## src/rtl/weight_mac_cell.sv

```systemverilog
// weight_mac_cell: one neuron MAC stage of a systolic chain.
//   clk, rst_n                      clock, asynchronous active-low reset
//   weight_wr_en/addr/data          write one slot of the local weight array
//   input_index/value/enable        activation stream in
//   input_result                    upstream result bus, MSB = valid
//   output_index/value/enable       activation stream, registered pass-through
//   output_result                   result bus to the next cell, MSB = valid
//   overflow                        sticky: a finished local result was dropped
module weight_mac_cell #(
    parameter int DATA_WIDTH    = 8,
    parameter int WEIGHT_WIDTH  = 8,
    parameter int RESULT_WIDTH  = 24,
    parameter int INDEX_WIDTH   = 10,
    parameter int WEIGHT_AMOUNT = 4,
    parameter int INPUT_OFFSET  = 0,
    parameter int WEIGHT_OFFSET = 0,
    parameter int FIFO_DEPTH    = 2
) (
    input  logic                    clk,
    input  logic                    rst_n,
    input  logic                    weight_wr_en,
    input  logic [INDEX_WIDTH-1:0]  weight_wr_addr,
    input  logic [WEIGHT_WIDTH-1:0] weight_wr_data,
    input  logic [INDEX_WIDTH-1:0]  input_index,
    input  logic [DATA_WIDTH-1:0]   input_value,
    input  logic                    input_enable,
    input  logic [RESULT_WIDTH:0]   input_result,
    output logic [INDEX_WIDTH-1:0]  output_index,
    output logic [DATA_WIDTH-1:0]   output_value,
    output logic                    output_enable,
    output logic [RESULT_WIDTH:0]   output_result,
    output logic                    overflow
);
    localparam int AW = WEIGHT_AMOUNT > 1 ? $clog2(WEIGHT_AMOUNT) : 1;
    localparam int FW = FIFO_DEPTH > 1 ? $clog2(FIFO_DEPTH) : 1;
    localparam int CW = $clog2(FIFO_DEPTH + 1);
    localparam int EW = RESULT_WIDTH + 2;
    localparam logic [INDEX_WIDTH:0]    NUM_W  = (INDEX_WIDTH+1)'(WEIGHT_AMOUNT);
    localparam logic [INDEX_WIDTH:0]    LAST_W = (INDEX_WIDTH+1)'(WEIGHT_AMOUNT - 1);
    localparam logic [CW-1:0]           FULL   = CW'(FIFO_DEPTH);
    localparam logic [FW-1:0]           LAST_P = FW'(FIFO_DEPTH - 1);
    localparam logic [RESULT_WIDTH-1:0] MAXV   = {1'b0, {(RESULT_WIDTH-1){1'b1}}};
    localparam logic [RESULT_WIDTH-1:0] MINV   = {1'b1, {(RESULT_WIDTH-1){1'b0}}};

    logic [WEIGHT_WIDTH-1:0] r_weight [WEIGHT_AMOUNT];
    logic [RESULT_WIDTH-1:0] r_acc;
    logic [RESULT_WIDTH-1:0] r_fifo [FIFO_DEPTH];
    logic [FW-1:0]           r_rd;
    logic [FW-1:0]           r_wr;
    logic [CW-1:0]           r_cnt;

    logic                    w_in_range;
    logic                    w_last;
    logic [WEIGHT_WIDTH-1:0] w_wsel;
    logic [DATA_WIDTH:0]     w_a_g;
    logic [WEIGHT_WIDTH:0]   w_w_g;
    logic [EW-1:0]           w_a;
    logic [EW-1:0]           w_w;
    logic [EW-1:0]           w_prod;
    logic [EW-1:0]           w_base;
    logic [EW-1:0]           w_sum;
    logic [RESULT_WIDTH-1:0] w_sat;
    logic                    w_pop;
    logic                    w_full;
    logic                    w_push_req;
    logic                    w_push;

    // Operands carry one guard bit so offset subtraction cannot wrap; once
    // sign-extended to EW bits, the low EW bits of an unsigned multiply equal
    // the signed product, so no signed types are needed.
    always_comb begin
        w_in_range = {1'b0, input_index} < NUM_W;
        w_last     = {1'b0, input_index} == LAST_W;
        w_wsel     = w_in_range ? r_weight[input_index[AW-1:0]] : '0;
        w_a_g      = {1'b0, input_value} - (DATA_WIDTH+1)'(INPUT_OFFSET);
        w_w_g      = {1'b0, w_wsel} - (WEIGHT_WIDTH+1)'(WEIGHT_OFFSET);
        w_a        = {{(EW-DATA_WIDTH-1){w_a_g[DATA_WIDTH]}}, w_a_g};
        w_w        = {{(EW-WEIGHT_WIDTH-1){w_w_g[WEIGHT_WIDTH]}}, w_w_g};
        w_prod     = w_a * w_w;
        w_base     = input_index == '0 ? '0 : {{2{r_acc[RESULT_WIDTH-1]}}, r_acc};
        w_sum      = w_base + w_prod;
        // In range exactly when the top three bits agree.
        w_sat      = (&w_sum[EW-1:RESULT_WIDTH-1] | ~|w_sum[EW-1:RESULT_WIDTH-1]) ?
                     w_sum[RESULT_WIDTH-1:0] : (w_sum[EW-1] ? MINV : MAXV);
        w_pop      = ~input_result[RESULT_WIDTH] & (r_cnt != '0);
        w_full     = r_cnt == FULL;
        w_push_req = input_enable & w_last;
        // A full queue still accepts a push when the head leaves in the same cycle.
        w_push     = w_push_req & (~w_full | w_pop);
    end

    always_ff @(posedge clk or negedge rst_n) begin
        if (!rst_n) begin
            for (int i = 0; i < WEIGHT_AMOUNT; i++) r_weight[i] <= '0;
        end else if (weight_wr_en && {1'b0, weight_wr_addr} < NUM_W) begin
            r_weight[weight_wr_addr[AW-1:0]] <= weight_wr_data;
        end
    end

    always_ff @(posedge clk or negedge rst_n) begin
        if (!rst_n) begin
            r_acc         <= '0;
            output_index  <= '0;
            output_value  <= '0;
            output_enable <= 1'b0;
        end else begin
            if (input_enable && w_in_range) r_acc <= w_sat;
            output_index  <= input_enable ? input_index : '0;
            output_value  <= input_enable ? input_value : '0;
            output_enable <= input_enable;
        end
    end

    always_ff @(posedge clk or negedge rst_n) begin
        if (!rst_n) begin
            for (int i = 0; i < FIFO_DEPTH; i++) r_fifo[i] <= '0;
            r_rd          <= '0;
            r_wr          <= '0;
            r_cnt         <= '0;
            output_result <= '0;
            overflow      <= 1'b0;
        end else begin
            if (w_push) r_fifo[r_wr] <= w_sat;
            if (w_push) r_wr <= r_wr == LAST_P ? '0 : r_wr + FW'(1);
            if (w_pop) r_rd <= r_rd == LAST_P ? '0 : r_rd + FW'(1);
            r_cnt <= (w_push & ~w_pop) ? r_cnt + CW'(1) :
                     (~w_push & w_pop) ? r_cnt - CW'(1) : r_cnt;
            output_result <= input_result[RESULT_WIDTH] ? input_result :
                             w_pop ? {1'b1, r_fifo[r_rd]} : '0;
            if (w_push_req & w_full & ~w_pop) overflow <= 1'b1;
        end
    end
endmodule

```

## config.mk

```make
export PLATFORM = sky130hd
export DESIGN_NAME = weight_mac_cell
export DESIGN_NICKNAME = d
export VERILOG_FILES = /design/src/rtl/weight_mac_cell.sv
export SDC_FILE = /design/constraint.sdc
export NUM_CORES = 1
export LEC_CHECK = 0
export ABC_AREA = 0
export BUFFER_PORTS_ARGS = -buffer_cell sky130_fd_sc_hd__buf_2
export CORE_MARGIN = 3
export CORE_UTILIZATION = 40
export CTS_BUF_LIST = sky130_fd_sc_hd__clkbuf_4
export DETAILED_ROUTE_END_ITERATION = 8
export PLACE_DENSITY = 0.68
export SLEW_MARGIN = 25
export SYNTH_ARGS = -nofsm -noshare
export SYNTH_HDL_FRONTEND = slang
export SYNTH_SLANG_ARGS = --single-unit
export TNS_END_PERCENT = 5
```

## constraint.sdc

```tcl
create_clock -name clk -period 6 [get_ports clk]
set_input_delay 1.2 -clock clk [delete_from_list [all_inputs] [get_ports clk]]
set_output_delay 1.2 -clock clk [all_outputs]
set_load 0.01 [all_outputs]
```

Word level (Yosys, flattened, before mapping)
Cells that the tools add are included.
{"block": "totals", "reg_bits": 153, "latch_bits": 0, "ramBits": 0, "mem_bits_ro": 0, "in_bits": 65, "wordCells": 82, "n_memories": 0}
{"block": "op_classes", "addsub": 5, "n_mul": 1, "div": 0, "order_cmp": 8, "eq_ne": 2, "n_shift": 0, "n_mux": 24, "bitwise": 17, "n_reduce_logical": 10}
{"operator": "two-way mux 24 bit", "n": 6}
{"operator": "two-way mux 25 bit", "n": 2}
{"operator": "bitwise mux 48 bit", "n": 1}
{"operator": "two-way mux 8 bit", "n": 5}
{"operator": "bitwise mux 32 bit", "n": 1}
{"operator": "adder 26 x 16 -> 26 bit", "n": 1}
{"operator": "two-way mux 26 bit", "n": 1}
{"operator": "demux 24 bit (select 1 bit)", "n": 1}
{"operator": "< comparator 10 x 3 -> 1 bit (second input constant)", "n": 2}
{"operator": "binary-select mux 8 bit (select 2 bit)", "n": 1}
{"operator": "demux 8 bit (select 2 bit)", "n": 1}
{"operator": "multiplier 8 x 8 -> 16 bit", "n": 1}
{"operator": "== test 10 x 2 -> 1 bit (second input constant)", "n": 1}
{"operator": "logical NOT 10 bit", "n": 1}
{"operator": "two-way mux 10 bit", "n": 1}
{"operator": "AND 1 bit", "n": 7}
{"operator": ">= comparator 3 bit (second input constant)", "n": 2}
{"operator": "NOT 2 -> 3 bit", "n": 2}
{"operator": ">= comparator 2 bit (second input constant)", "n": 2}
{"operator": "logical AND 1 bit", "n": 4}
{"operator": "two-way mux 2 bit", "n": 2}
{"operator": "NOT 1 bit", "n": 4}
{"operator": "NOT 1 -> 2 bit", "n": 2}
{"operator": "nonzero test 2 bit", "n": 2}
{"operator": "11 further kinds", "n": 14}

Logic depth before layout (Yosys ltp)
{"block": "logic_depth", "word_depth": 12, "ltp_mapped": 26, "mapped_depth_nobuf": 20}

Worst setup path before layout
No wires, ideal clock.
{"block": "synth_timing", "path_kind": "input -> register", "startpoint": "input port input_index[0]", "endpoint": "register r_fifo[42] (netlist bit)", "arrival_ns": 6.636, "required_ns": 5.934, "setup_slack_ns": -0.701, "path_stages": 21, "path_buffers": 5, "path_cell_list": "buf_2 -> buf_4 -> mux4_2 -> and3_1 -> clkbuf_1 -> and2_1 -> fa_1 -> fa_1 -> inv_1 -> fa_1 -> fa_1 -> inv_1 -> ha_1 -> nand3_1 -> or3_1 -> o221a_2 -> buf_6 -> or3_1 -> clkbuf_2 -> o21ai_2 -> mux2_2"}
{"block": "synth_between", "elab_chain_cells": 12, "word_cells_on_any_way": 20, "classes_between": "add/sub: 1; mul: 1; order compare: 1; eq/ne: 1; mux: 8; bitwise: 4; reduce/logical: 4"}
{"element": "start: declaration", "line_no": "24", "source": "input logic [INDEX_WIDTH-1:0] input_index,"}
{"element": "branches (longest 12 deep; another with adder 26 x 16 -> 26 bit)"}
{"element": "end signal: indexed assignment", "line_no": "123", "source": "if (w_push) r_fifo[r_wr] <= w_sat;"}
{"element": "end: declaration", "line_no": "47", "source": "logic [RESULT_WIDTH-1:0] r_fifo [FIFO_DEPTH];"}
Parallel ways; which one is timed is not known. The select of a mux whose other input is x is not followed.
A chain may end at the register's enable or synchronous reset.

Final worst setup path
{"block": "layout_timing", "startpoint": "input port input_index[0]", "endpoint": "register r_acc[3]"}
{"block": "layout_between", "elab_chain_cells": 11, "word_cells_on_any_way": 17, "classes_between": "add/sub: 1; mul: 1; order compare: 1; mux: 7; bitwise: 2; reduce/logical: 5"}
{"element": "branches (longest 11 deep; another with adder 26 x 16 -> 26 bit)"}
{"element": "end signal: assignment", "line_no": "107", "source": "if (input_enable && w_in_range) r_acc <= w_sat;"}
{"element": "end: declaration", "line_no": "46", "source": "logic [RESULT_WIDTH-1:0] r_acc;"}
Parallel ways; which one is timed is not known. The select of a mux whose other input is x is not followed.

==> results_dict.tcl <==
set metrics [dict create \
    outcome "complete, no violations" \
    postSynthCellCount 924 \
    yosysUniqueCellTypes 53 \
    wl_per_cell_microns 15.1 \
    max_cap_viol_count 0 \
    clk_path_buf_depth 2 \
    fp-row-count 55 \
    startpoint_type "primary input" \
    ff2ff_path_depth 19 \
    post-dp-hpwl_microns 15800 \
    clk_pin_slew_ps 160 \
    synth_edf_count 0 \
    crit_fanout 11 \
    die_area_sq_um 25000 \
    grt_usage 0.176 \
    multi_input_area_sq_um 5140 \
    fin_crit_sh 0.975 \
    setup_viol 0 \
    synth-async-reset-ratio 1.00 \
    grt_max_degree 65 \
    p_leak_uw 0.00560 \
    final_nets 1237 \
    hold_depth 2 \
    worst_pin_slew_ps 887 \
    regArea_sq_um 3830 \
    whs_ps 492 \
    die_w_microns 158 \
    peakVddDrop_mv 0.134 \
    fmax_mhz 171 \
    cts.sinks 153 \
    cp-end-kind "flop" \
    area_growth_pct 19.8 \
    final_util 0.488 \
    synth-seq-cells 153 \
    power.density_nw_per_um2 178 \
    place_area_sq_um 10700 \
    grt_pass1_wl_microns 35200 \
    maxSlewHeadroom 0.407 \
    yosysSeqAreaShare 0.414 \
    cts_root_buffer "clkbuf_4" \
    drc 0 \
    required_ps 6430 \
    fin_worst_skew_ps 42.2 \
    ios 110 \
    rsz0062_at_grt "yes" \
    core_area_sq_um 22700 \
    cts_htree_levels 4 \
    vias 7019 \
    synthTopCellsByArea "dfrtp_1, fa_1, ha_1" \
    syn-num-nets 1081 \
    setup_tns_ps 0 \
    portBuffers 109 \
    synth_top_area_cell "dfrtp_1" \
    synth_common_cells "dfrtp_1, nand2_1, inv_1" \
    overflow 0 \
    period_minus_slack_ps 5850 \
    ys.warnings.count 0 \
    initial_core_util 0.407 \
    worstSetupPathType "primary input to flop" \
    first_pass_iters 5 \
    netlist.area_leader.share 0.414 \
    drt_iter0_drc 383 \
    hold_class "flop to flop" \
    syn_avg_cell_area_sq_um 10.0 \
    fill_cells 2142 \
    viasPerCell 5.09 \
    ys.flop_type "dfrtp_1" \
    cts_inserted_buffers 17 \
    die_height_microns 158 \
    clock_latency_ps 580 \
    hold_violations 0 \
    grt_pass1_vias 7210 \
    postLayoutCellArea_sq_um 11100 \
    finalWeightedCongestion 0.863 \
    yosysMostFrequentCell "dfrtp_1" \
    netlist_area_sq_um 9250 \
    antenna_found_initial 1 \
    drtAntennaViolNets 0 \
    arrival_ps 6280 \
    finalPower_uw 1970 \
    drive_gt1_frac 0.287 \
    drt_wl_total_microns 20800 \
    timing_max_transition_violations_final 0 \
    cts_tree "done" \
]
-- critical path, stage by stage --
cell,delay (ps)
buf_6,140
mux4_2,510
and3_2,290
and2_1,190
fa_1,460
fa_1,550
inv_1,50
fa_1,460
fa_1,550
inv_1,40
ha_1,310
o211ai_1,130
nor3_2,260
o21ai_2,140
buf_4,160
a21oi_2,120
nand3_1,110
buf_4,190
a21oi_1,270
o21ai_0,140
-- cells in the final DEF, fill, tap and decap left out, types with 26 or more instances in the layout --
cell,synthesis,layout
dfrtp_1,153,153
nand2_1,128,125
buf_2,5,107
inv_1,86,81
o21ai_0,82,77
buf_4,2,71
and2_1,70,65
fa_1,50,48
nor2_1,42,41
ha_1,42,36
a21oi_1,40,35
mux2_2,37,35
mux2i_1,26,26
-- per-layer routing --
metal  up-vias  track usage  part of all wire
met5         -            0                 0
met4         0       0.0418             0.014
met3        20       0.0282             0.029
met2       103        0.309              0.52
met1      3516        0.229              0.44
li1       3380            -                 -
-- area by class of cell --
cell class,count,area share
multi-input combinational,639,0.463
clock inverter,15,0.0160
clock buffer,17,0.0115
sequential,153,0.345
antenna,1,0.000226
timing repair buffer,183,0.102
tap,285,0.0322
inverter,86,0.0291
-- power by group --
| group | switching, uW | internal (uW) |
|---|---|---|
| Sequential | 17.9 | 1060 |
| Clock | 455 | 196 |
| Combinational | 143 | 97.8 |
| Total | 616 | 1360 |
-- per-stage QoR --
step                std cells  worst slack [ps]
CTS                      1376               104
floorplan                 924              -211
global route             1379             -29.0
detailed placement       1344              -589
global placement         1344              -512
finish                   1379               150
-- worst paths after layout --
path	from	endpoint	slack, ps
hold reg to reg	r_acc[16]$_DFFE_PN0P_	r_acc[16]$_DFFE_PN0P_	490
setup / recovery	input_index[0]	r_acc[3]$_DFFE_PN0P_	150
max in group asynchronous	rst_n	output_index[5]$_DFF_PN0_	4190
hold / removal	r_acc[16]$_DFFE_PN0P_	r_acc[16]$_DFFE_PN0P_	490
min in group asynchronous	rst_n	output_result[5]$_DFF_PN0_	560
setup reg to reg	r_weight[4]$_DFFE_PN0P_	r_acc[3]$_DFFE_PN0P_	540
-- state kept, by name, indices dropped and copies added (netlist names) --
register / flops
output_index: 10
output_enable: 1
output_value: 8
r_fifo: 48
overflow: 1
r_cnt: 2
r_weight: 32
r_wr: 1
r_rd: 1
output_result: 25
r_acc: 24
-- logic make-up (layout without fill, tap and decap cells) --
logic type / after synthesis / count (layout) / share of synthesized area
AO/OA/AOI/OAI: 155 / 155 / 0.0936
XOR/XNOR: 19 / 19 / 0.0180
adder cells (fa/ha/maj): 92 / 92 / 0.165
buffers and inverters: 132 / 301 / 0.0576
flip-flops: 153 / 153 / 0.414
multiplexers: 71 / 71 / 0.0926
other: 0 / 1 / 0
AND/OR/NAND/NOR: 302 / 302 / 0.159
-- timing repair --
action | 4_1_cts | 5_1_grt
hold buffers | 0 | 0
pin swaps | 0 | 2
setup endpoints to repair | 2 | 57
resized for setup | 1 | 14
buffers inserted | 0 | 2
Note: power is estimated with default switching activity, not from simulation.
